<file path="src/rtl/conv_out_collector.sv">
// Collects the y stream from the last PE: drops warm-up samples, applies the output stride,
// saturates to OUT_W and buffers kept results in a small FIFO with end-of-frame tagging.
module conv_out_collector #(
    parameter int unsigned ACC_W      = 32,
    parameter int unsigned OUT_W      = 16,
    parameter int unsigned TAPS       = 3,
    parameter int unsigned FRAME_LEN  = 64,
    parameter int unsigned STRIDE     = 1,
    parameter int unsigned FIFO_DEPTH = 8
) (
    input  logic             clk,
    input  logic             rst_n,
    input  logic             frame_start,
    input  logic             y_valid,
    input  logic [ACC_W-1:0] y_in,
    output logic             out_valid,
    input  logic             out_ready,
    output logic [OUT_W-1:0] out_data,
    output logic             out_last,
    output logic             overflow,
    output logic             busy
);

    localparam int unsigned CW = (FRAME_LEN > 1) ? $clog2(FRAME_LEN) : 1;
    localparam int unsigned PW = (STRIDE > 1) ? $clog2(STRIDE) : 1;
    localparam int unsigned AW = $clog2(FIFO_DEPTH);
    // Sample index of the final kept result in a complete frame.
    localparam int unsigned KeepLastS = TAPS - 1 + ((FRAME_LEN - TAPS) / STRIDE) * STRIDE;

    typedef enum logic [1:0] {StIdle, StFill, StRun, StDrain} state_e;

    state_e          state_q, state_d;
    logic [CW-1:0]   s_q, s_d, cur_s;
    logic [PW-1:0]   ph_q, ph_d, cur_ph;
    logic            start, take;
    logic            push, push_last, push_ok, pop;
    logic            empty, full;
    logic            overflow_q;
    logic [AW:0]     wr_q, rd_q;
    logic [OUT_W:0]  mem [FIFO_DEPTH];
    logic [OUT_W-1:0] sat_val;
    logic [ACC_W-OUT_W:0] upper;
    logic            sat_pos, sat_neg;

    // Saturation: in range iff all bits from the output sign bit upward agree.
    always_comb begin
        upper   = y_in[ACC_W-1:OUT_W-1];
        sat_pos = ~y_in[ACC_W-1] & (|upper);
        sat_neg = y_in[ACC_W-1] & ~(&upper);
        if (sat_pos) begin
            sat_val = {1'b0, {(OUT_W-1){1'b1}}};
        end else if (sat_neg) begin
            sat_val = {1'b1, {(OUT_W-1){1'b0}}};
        end else begin
            sat_val = y_in[OUT_W-1:0];
        end
    end

    always_comb begin
        state_d   = state_q;
        s_d       = s_q;
        ph_d      = ph_q;
        push      = 1'b0;
        push_last = 1'b0;
        start     = frame_start & y_valid;
        take      = start | (y_valid & ((state_q == StFill) | (state_q == StRun)));
        cur_s     = start ? '0 : s_q;
        cur_ph    = start ? '0 : ph_q;
        if (take) begin
            if (32'(cur_s) < TAPS - 1) begin
                state_d = (32'(cur_s) == TAPS - 2) ? StRun : StFill;
                s_d     = cur_s + CW'(1);
                ph_d    = '0;
            end else begin
                push      = (cur_ph == '0);
                push_last = push & (32'(cur_s) == KeepLastS);
                ph_d      = (32'(cur_ph) == STRIDE - 1) ? '0 : cur_ph + PW'(1);
                if (32'(cur_s) == FRAME_LEN - 1) begin
                    state_d = StDrain;
                end else begin
                    state_d = StRun;
                    s_d     = cur_s + CW'(1);
                end
            end
        end else if ((state_q == StDrain) && empty) begin
            state_d = StIdle;
        end
    end

    assign empty   = (wr_q == rd_q);
    assign full    = ((wr_q ^ rd_q) == {1'b1, {AW{1'b0}}});
    assign pop     = ~empty & out_ready;
    assign push_ok = push & (~full | pop);

    always_ff @(posedge clk) begin
        if (!rst_n) begin
            state_q    <= StIdle;
            s_q        <= '0;
            ph_q       <= '0;
            wr_q       <= '0;
            rd_q       <= '0;
            overflow_q <= 1'b0;
        end else begin
            state_q <= state_d;
            s_q     <= s_d;
            ph_q    <= ph_d;
            if (push_ok) begin
                wr_q <= wr_q + (AW+1)'(1);
            end
            if (pop) begin
                rd_q <= rd_q + (AW+1)'(1);
            end
            if (push & full & ~pop) begin
                overflow_q <= 1'b1;
            end
        end
    end

    always_ff @(posedge clk) begin
        if (rst_n && push_ok) begin
            mem[wr_q[AW-1:0]] <= {push_last, sat_val};
        end
    end

    // Head is forced to zero when empty so outputs are clean after reset.
    always_comb begin
        out_valid = ~empty;
        out_data  = empty ? '0 : mem[rd_q[AW-1:0]][OUT_W-1:0];
        out_last  = empty ? 1'b0 : mem[rd_q[AW-1:0]][OUT_W];
        overflow  = overflow_q;
        busy      = (state_q != StIdle);
    end

endmodule
</file>
<file path="config.mk">
export PLATFORM = sky130hd
export DESIGN_NAME = conv_out_collector
export DESIGN_NICKNAME = d
export VERILOG_FILES = /design/src/rtl/conv_out_collector.sv
export SDC_FILE = /design/constraint.sdc
export NUM_CORES = 1
export LEC_CHECK = 0
export BUFFER_PORTS_ARGS = -buffer_cell sky130_fd_sc_hd__clkbuf_2
export CORE_AREA = 2 2 189 98
export DETAILED_ROUTE_END_ITERATION = 16
export DIE_AREA = 0 0 191 100
export HOLD_SLACK_MARGIN = 0.12
export SYNTH_ARGS = -nofsm -noshare
export SYNTH_HDL_FRONTEND = slang
export SYNTH_SLANG_ARGS = --single-unit
</file>
<file path="constraint.sdc">
create_clock -name clk -period 9.6 [get_ports clk]
set_input_delay 0.48 -clock clk [delete_from_list [all_inputs] [get_ports clk]]
set_output_delay 0.48 -clock clk [all_outputs]
set_load 0.05 [all_outputs]
</file>
Word-level counts from Yosys, hierarchy flattened:

Memory sizes are Yosys's and may differ from the RTL's. A register that Yosys moved wholly into a read port is not among the register bits.
Cells that the tools add are included.

* bitwise operators: 19
* equality and inequality tests: 8
* reductions and logical operators: 7
* add/sub/neg operators: 4
* mux-type cells: 23
* magnitude comparators: 1

Operators by type and width (number)
* $mux 16: 3
* $mux 6: 3
* $reduce_and 17->1: 1
* $reduce_or 17->1: 1
* $mux 1: 11
* $and 1x1->1: 9
* $add 4x1->4 const B: 2
* $mux 2: 4
* $add 6x1->6 const B: 1
* $eq 6x1->1 const B: 1
* $eq 6x6->1 const B: 1
* $lt 6x2->1 const B: 1
* $mux 3: 2
* $not 1->1: 6
* $eq 2x2->1 const B: 2
* $eq 4x4->1: 1
* $eq 4x4->1 const B: 1
* $reduce_bool 2->1: 2
* $xor 4x4->4: 1
* $or 1x1->1: 3
* $eq 2x1->1 const B: 1
* $logic_and 1x1->1: 2
* $ne 2x2->1 const B: 1
* $reduce_and 2->1: 1
* $add 1x1->1 const B: 1

* flip-flop bits (word level): 18
* word-level logic and storage cells: 69
* bits of input ports: 37
* RAM bits: 136
* memories: 1

Memory list
* mem: words 8, width 17, read ports 1, clocked after memory_dff 1, write ports 1, RTL line 40 `logic [OUT_W:0] mem [FIFO_DEPTH];`

Depth between registers and ports, before layout:

Gate-level depths: netlist of run 1.

* depth in word-level cells: 9
* mapped depth: 8
* mapped depth without buffers: 8

Worst setup path after synthesis of run 1:

No wires, ideal clock.

* path type: flip-flop to flip-flop
* start point: reg state_q[0]
* end point: mem mem[0][0] in the netlist's numbering (enable)
* path buffers: 0
* arrival time: 2983 ps
* cell stages (with the launch flop): 7
* library setup time: 435 ps
* setup slack: 6182 ps
* cells stage by stage: dfxtp_1 -> inv_1 -> ha_1 -> nand3b_1 -> a21oi_1 -> o21ai_4 -> nor4_1

* word-level cells in the longest chain between the ends: 9

Ends and longest elaborated chain
* start: declaration: RTL line 32 `state_e state_q, state_d;`
* start signal: assignment: RTL line 97 `state_q <= StIdle;`
* start signal: assignment: RTL line 104 `state_q <= state_d;`
* $eq 2x1->1 or $eq 2x2->1 (tied branches): RTL line 66 `take = start | (y_valid & ((state_q == StFill) | (state_q == StRun)));`
* $or 1x1->1 (*): RTL line 66
* $and 1x1->1 (*): RTL line 66
* $or 1x1->1 (*): RTL line 66
* $mux 1 (*): RTL line 69 `if (take) begin`
* $and 1x1->1 (*): RTL line 93 `assign push_ok = push & (~full | pop);`
* $logic_and 1x1->1 (*): RTL line 120 `if (rst_n && push_ok) begin`
* $mux 1 (*): RTL line 120
* $mux 1 (not written as such) (*): RTL line 121 `mem[wr_q[AW-1:0]] <= {push_last, sat_val};`
* end: declaration: RTL line 40

Mark *: on every way between the ends. The rest lies on a longest branch, timed or not.

Final worst setup path of run 1:

* start point: reg wr_q[2]
* end point: out out_data[15]

* word-level cells in the longest chain between the ends: 2

Ends and longest elaborated chain
* start: declaration: RTL line 39 `logic [AW:0] wr_q, rd_q;`
* start signal: assignment: RTL line 108 `wr_q <= wr_q + (AW+1)'(1);`
* $eq 4x4->1: RTL line 90 `assign empty = (wr_q == rd_q);`
* $mux 16: RTL line 128 `out_data = empty ? '0 : mem[rd_q[AW-1:0]][OUT_W-1:0];`
* end: declaration: RTL line 18 `output logic [OUT_W-1:0] out_data,`

Every way passes these cells.

==> flow_summary.toml, run 1 <==
[outcome]
status = "finished, final reports clean"

[clock_tree]
clock_sinks = 156
holdBufCountCts = 0
path_clk_slew_ps = 70
cts_buffers = 17
postCtsSetupBuffers = 0
cts_tree = "done"
cts.repair.resized = 0
cts_max_level = 4
cts_root_buf = "clkbuf_16"
clockBufferDepth = 2
clock_latency_ps = 420

[finish]
fin_util_pct = 43.84
area_delta_synth_final_pct = 18.61
fin_nets = 493
final_common_cell = "edfxtp_1"
num-fill-cells = 1557
final_cell_mix = "136 x edfxtp_1, 56 x clkbuf_2, 34 x mux4_2"
antenna_cells = 0
layout-drive-gt1-share_pct = 32.83
finalNonFillerCells = 703

[setup_path]
reg2reg_depth = 7
cp_data_arrival_time_ps = 2550
critPathKind = "reg2out"
setup.worst_path.end_class = "output port"
regToRegStartpoint = "state_q[0]$_SDFFE_PN0P_"
max_stage_delay_ps = 660
critPathRequiredTime_ps = 9120
crit_path_start_kind = "register"
worst-path-max-fanout = 12
r2r_setup_slack_ps = 6740
reg2reg_to = "mem[2][2]$_DFFE_PP_"
path_cells = "xor2_4, nor4_4, buf_4, nor2_1, clkbuf_2"
slowest_stage = "nor4_4"

[yosys]
yosysWarnings = 0
synthesis.area_mm2 = 0.006556
ys_seq_area_share_pct = 68.40
synth_edf_count = 136
ys_async_sr_fraction_pct = 0
yosys.area.top_type_share_pct = 62.29
syn-num-nets = 423
synth_cells = 380
synth_top_area_cell = "edfxtp_1"
ys_types = 43
synth_seq_cells = 156
synthFlopType = "edfxtp_1"
synth_area_leaders = "edfxtp_1 62%, mux4_2 12%, dfxtp_1 6.1%"
syn_avg_cell_area_um2 = 17.25

[die]
die_h_um = 100
boundaryPins = 57
coreArea_mm2 = 0.01774
fp.dieW_um = 191
dieArea_mm2 = 0.01910
start_util_pct = 36.97
num_rows = 35

[sta]
fin_crit_sh_pct = 31.56
hold_viol_final = 0
fmax_mhz = 330.0
period_minus_slack_ps = 3030
rsz0062_at_grt = "false"
tightest_slew_ps = 1036
slew-limit-headroom_pct = 30.38
final-setup-viol-count = 0
finalSetupTns_ps = 0
fin_skew_ps = 12.35
finalMaxSlewViolations = 0

[power]
power_density_mw_per_mm2 = 185.3
p_leak_nw = 2.631
ir_drop_mv = 0.1221

[grt]
antenna_found_initial = 0
grt_overflow = 0
grt_first_pass_wirelength_mm = 21.12
grt_max_degree = 35
grtUsageTotal_pct = 15.48
grt_pass1_vias = 3615

[worst_hold_path]
hold_path_class = "in2reg"
holdPathStages = 3
hp-start = "out_ready"
hold-path-endpoint = "rd_q[3]$_SDFFE_PN0N_"

[route]
wl_mm = 13.91
drtAntennaViolNets = 0
drtIter0Drc = 312
firstDrtPassIters = 5
wl_per_cell_um = 19.79
drc = 0
vias = 3630
vias_per_cell = 5.164

[job]
maxCapViolCount = 0

[place]
dpl.cell_count = 671
place.gp.congestion = 0.7631
numPortBuffers = 56
dp_hpwl_mm = 9.223
## flip-flops by register name, summed over array words and instances, names as in the netlist, named ones only
register  count
state_q       2
rd_q          4
wr_q          4
overflow      1
mem         136
s_q           6
## synthesized netlist by cell type (2+ instances only)
library cell and instances:
ha_1 6, nand3_1 7, and3_1 2, a21oi_1 5
inv_1 9, o211ai_1 3, o211a_1 3, xor2_4 2
mux2i_1 23, nor3_1 9, nand2_1 15, a31oi_1 2
dfxtp_1 20, nor2_1 20, edfxtp_1 136, mux4_2 34
and2_1 4, nand4_1 4, o21a_1 17, nor4_1 7
a41oi_1 2, nand2b_1 9, xor2_1 2, clkbuf_1 8
nor2b_1 2, buf_2 8, o21ai_0 4, xnor2_1 2
## kinds of logic after synthesis
logic type / count (synthesis) / share of synthesized area (%)
AOI/OAI and AO/OA: 44 / 5.477
xor gates and xnor gates: 6 / 1.374
adders and majority gates: 6 / 1.145
buffers and inverters: 28 / 1.927
DFF: 156 / 68.40
muxes: 57 / 15.19
and+or+nand+nor: 83 / 6.488
## routing by layer
layer	track usage, %	share of wire [%]	up-vias
met5	0	0	-
met4	5.725	1.1	0
met3	3.636	4.1	15
met2	22.07	44	86
met1	23.05	51	1878
li1	-	-	1651
## critical path: cells and delay by family, from the launching register on
family | cells | cell delay (ps)
buffers and inverters | 2 | 570
DFF | 1 | 620
and+or+nand+nor | 2 | 750
xor gates and xnor gates | 1 | 170
## area by class of cell
class	instances	area, µm²	area share, %
clock inverter	15	130.1	1.673
clock buffer	17	425.4	5.471
sequential	156	4486	57.68
timing repair buffer	70	385.4	4.956
inverter	9	33.78	0.4344
multi-input combinational	196	2016	25.92
tap	240	300.3	3.862
## power by group
part	internal (W)	switching, W	total (W)
clock network	0.000340	0.000287	0.000627
logic	0.0000244	0.0000475	0.0000718
registers	0.000740	0.00000207	0.000742
## through the flow
| step | setup slack, ps | area (µm²) | hold slack, ps | total power (W) |
|---|---|---|---|---|
| after global routing | 6407 | 7776 | 412.3 | 0.001485 |
| after floorplan | 6182 | 6556 | 459.9 | 0.0008016 |
| after global placement | 6812 | 7221 | 490.0 | 0.0008274 |
| final | 6570 | 7776 | 392.8 | 0.001441 |
| after CTS | 6516 | 7776 | 377.9 | 0.001454 |
| after detailed placement | 6750 | 7221 | 491.4 | 0.0008290 |
## worst max-delay path by stage
stage / start / to / slack (ps) / cells past startpoint
after floorplan: state_q[0]$_SDFFE_PN0P_ / mem[0][0]$_DFFE_PP_ / 6180 / 6
after detailed placement: state_q[0]$_SDFFE_PN0P_ / mem[3][4]$_DFFE_PP_ / 6750 / 7
after global routing: wr_q[2]$_SDFFE_PN0P_ / out_data[7] / 6410 / 5
final: wr_q[2]$_SDFFE_PN0P_ / out_data[15] / 6570 / 5
after CTS: wr_q[2]$_SDFFE_PN0P_ / out_data[1] / 6520 / 5
after global placement: state_q[0]$_SDFFE_PN0P_ / mem[3][4]$_DFFE_PP_ / 6810 / 7
No activity file was read; power rests on OpenSTA's default activity.
==> run 2, diff against run 1 <==
Clock period 9.6 ns to 3.1 ns, I/O delays scaled along.
==> run 2 against run 1 <==
  * Utilization is 0.61 points higher
  * Cell area rose by 1.4%
  * Highest routed layer unchanged
  * Largest power group unchanged
  * Clock power grew to 3.3 times the previous value
  * Clock skew fell by 3.7 ps
  * Via count rose by 0.85%
  * First-iteration DRC count up 5.4%
  * Sequential share of layout area fell by 0.80 points
  * Register-to-register slack lost 6100 ps
  * Power rose to 3.2 times the previous value
  * Cell count is 1.0% higher
  * Sequential power grew to 3.1 times the previous value
==> flow_summary.toml, run 2 (synthesized netlist as in run 1, its figures left out) <==
[die]
dieArea_mm2 = 0.01910
start_util_pct = 36.97
coreArea_mm2 = 0.01774
die_h_um = 100
fp.dieW_um = 191
boundaryPins = 57
num_rows = 35

[sta]
fin_crit_sh_pct = 87.36
slew-limit-headroom_pct = 22.94
final-setup-viol-count = 0
rsz0062_at_grt = "false"
fin_skew_ps = 8.641
period_minus_slack_ps = 2708
tightest_slew_ps = 1156
fmax_mhz = 369.3
hold_viol_final = 0
finalMaxSlewViolations = 0
finalWorstSetupSlack_ps = 392.0

[clock_tree]
cts_tree = "done"
postCtsSetupBuffers = 0
clockBufferDepth = 2
clock_sinks = 156
cts_buffers = 17
cts_root_buf = "clkbuf_16"
clock_latency_ps = 410
cts_max_level = 4
path_clk_slew_ps = 60

[finish]
antenna_cells = 0
area_delta_synth_final_pct = 20.27
fin_util_pct = 44.46
largest_reg_flops = 136
fin_area_mm2 = 0.007885
fin_nets = 500
final_cell_mix = "136 x edfxtp_1, 56 x clkbuf_2, 34 x mux4_2"
layout-drive-gt1-share_pct = 33.19
final_common_cell = "edfxtp_1"

[place]
numPortBuffers = 56
place_area_mm2 = 0.007278
dp_hpwl_mm = 8.964
place.gp.congestion = 0.7441
place_ws_ps = 647.9

[power]
p_leak_nw = 2.697
ir_drop_mv = 0.4512
p_seq_share_pct = 49.9
clock_power_share_pct = 45.3
power_density_mw_per_mm2 = 584.4
p_int_w = 0.003643
combPwrFrac_pct = 4.8
switching_power_w = 0.0009650
switching_share_pct = 20.94

[setup_path]
worst-path-max-fanout = 12
cp-startpoint = "wr_q[2]$_SDFFE_PN0P_"
regToRegStartpoint = "state_q[0]$_SDFFE_PN0P_"
setup.worst_path.end_class = "output port"
critPathBufInv = 2
cp_data_arrival_time_ps = 2550
critPathKind = "reg2out"
critPathRequiredTime_ps = 2940
path_cells = "xor2_4, nor4_4, buf_4, nor2_1, clkbuf_2"
max_stage_delay_ps = 680
critical-path-top-delay-family = "simple AND/OR/NAND/NOR gates"
crit_path_start_kind = "register"
r2r_setup_slack_ps = 630
slowest_stage = "nor4_4"

[job]
maxCapViolCount = 0

[route]
wl_per_cell_um = 19.52
drtIter0Drc = 329
firstDrtPassIters = 5
wl_mm = 13.86
drtAntennaViolNets = 0
drc = 0
vias_per_cell = 5.156
vias = 3661

[grt]
antenna_found_initial = 0
grt_overflow = 0
grtUsageTotal_pct = 15.70
grt_max_degree = 35
grt_pass1_vias = 3706
grt_first_pass_wirelength_mm = 21.86

[outcome]
status = "finished, final reports clean"

[worst_hold_path]
hold_path_class = "in2reg"
hp-start = "y_in[31]"
## run 2: final cells by class
cell class / instances / area [µm²]
clock inverter: 13 / 163.9
timing repair buffer: 77 / 452.9
inverter: 9 / 33.78
sequential: 156 / 4486
fill: 1539 / 9851
multi-input combinational: 196 / 2016
clock buffer: 19 / 432.9
tap: 240 / 300.3
## run 2: per-stage QoR
stage / power, W / cells / hold slack, ps / setup TNS, ps
finish: 0.004608 / 710 / 158.4 / 0
CTS: 0.004655 / 710 / 128.7 / 0
detailed placement: 0.002567 / 677 / 510.1 / 0
floorplan: 0.002482 / 380 / 306.5 / -10810
global placement: 0.002560 / 677 / 492.3 / 0
global route: 0.004768 / 710 / 153.1 / 0
## run 2: path summary, 6_finish.rpt
kind                                             end  depth (start not counted)
worst max-delay path                     out_data[5]                          5
worst min-delay path            mem[6][15]$_DFFE_PP_                          1
worst max register to register   mem[0][2]$_DFFE_PP_                          7
worst min register to register  wr_q[3]$_SDFFE_PN0P_                          2
## run 2: repair_timing
item                      in CTS  in global routing
hold buffers                   1                  0
hold endpoints to repair       1                  0
resized for setup              0                  0
## run 2: power by group through the flow
stage,Clock (W),Combinational [W],Sequential (W)
3_5_place_dp,0,0.000223,0.00234
5_1_grt,0.00222,0.000245,0.00230
2_1_floorplan,0,0.000141,0.00234
4_1_cts,0.00213,0.000225,0.00230
3_3_place_gp,0,0.000217,0.00234
6_report,0.00209,0.000223,0.00230
## run 2: per-layer routing
metal  global-route usage (%)  part of all wire [%]
met4                    5.367                  0.55
met1                    23.95                    51
met3                    3.566                   5.5
met2                    21.99                    43
met5                        0                     0
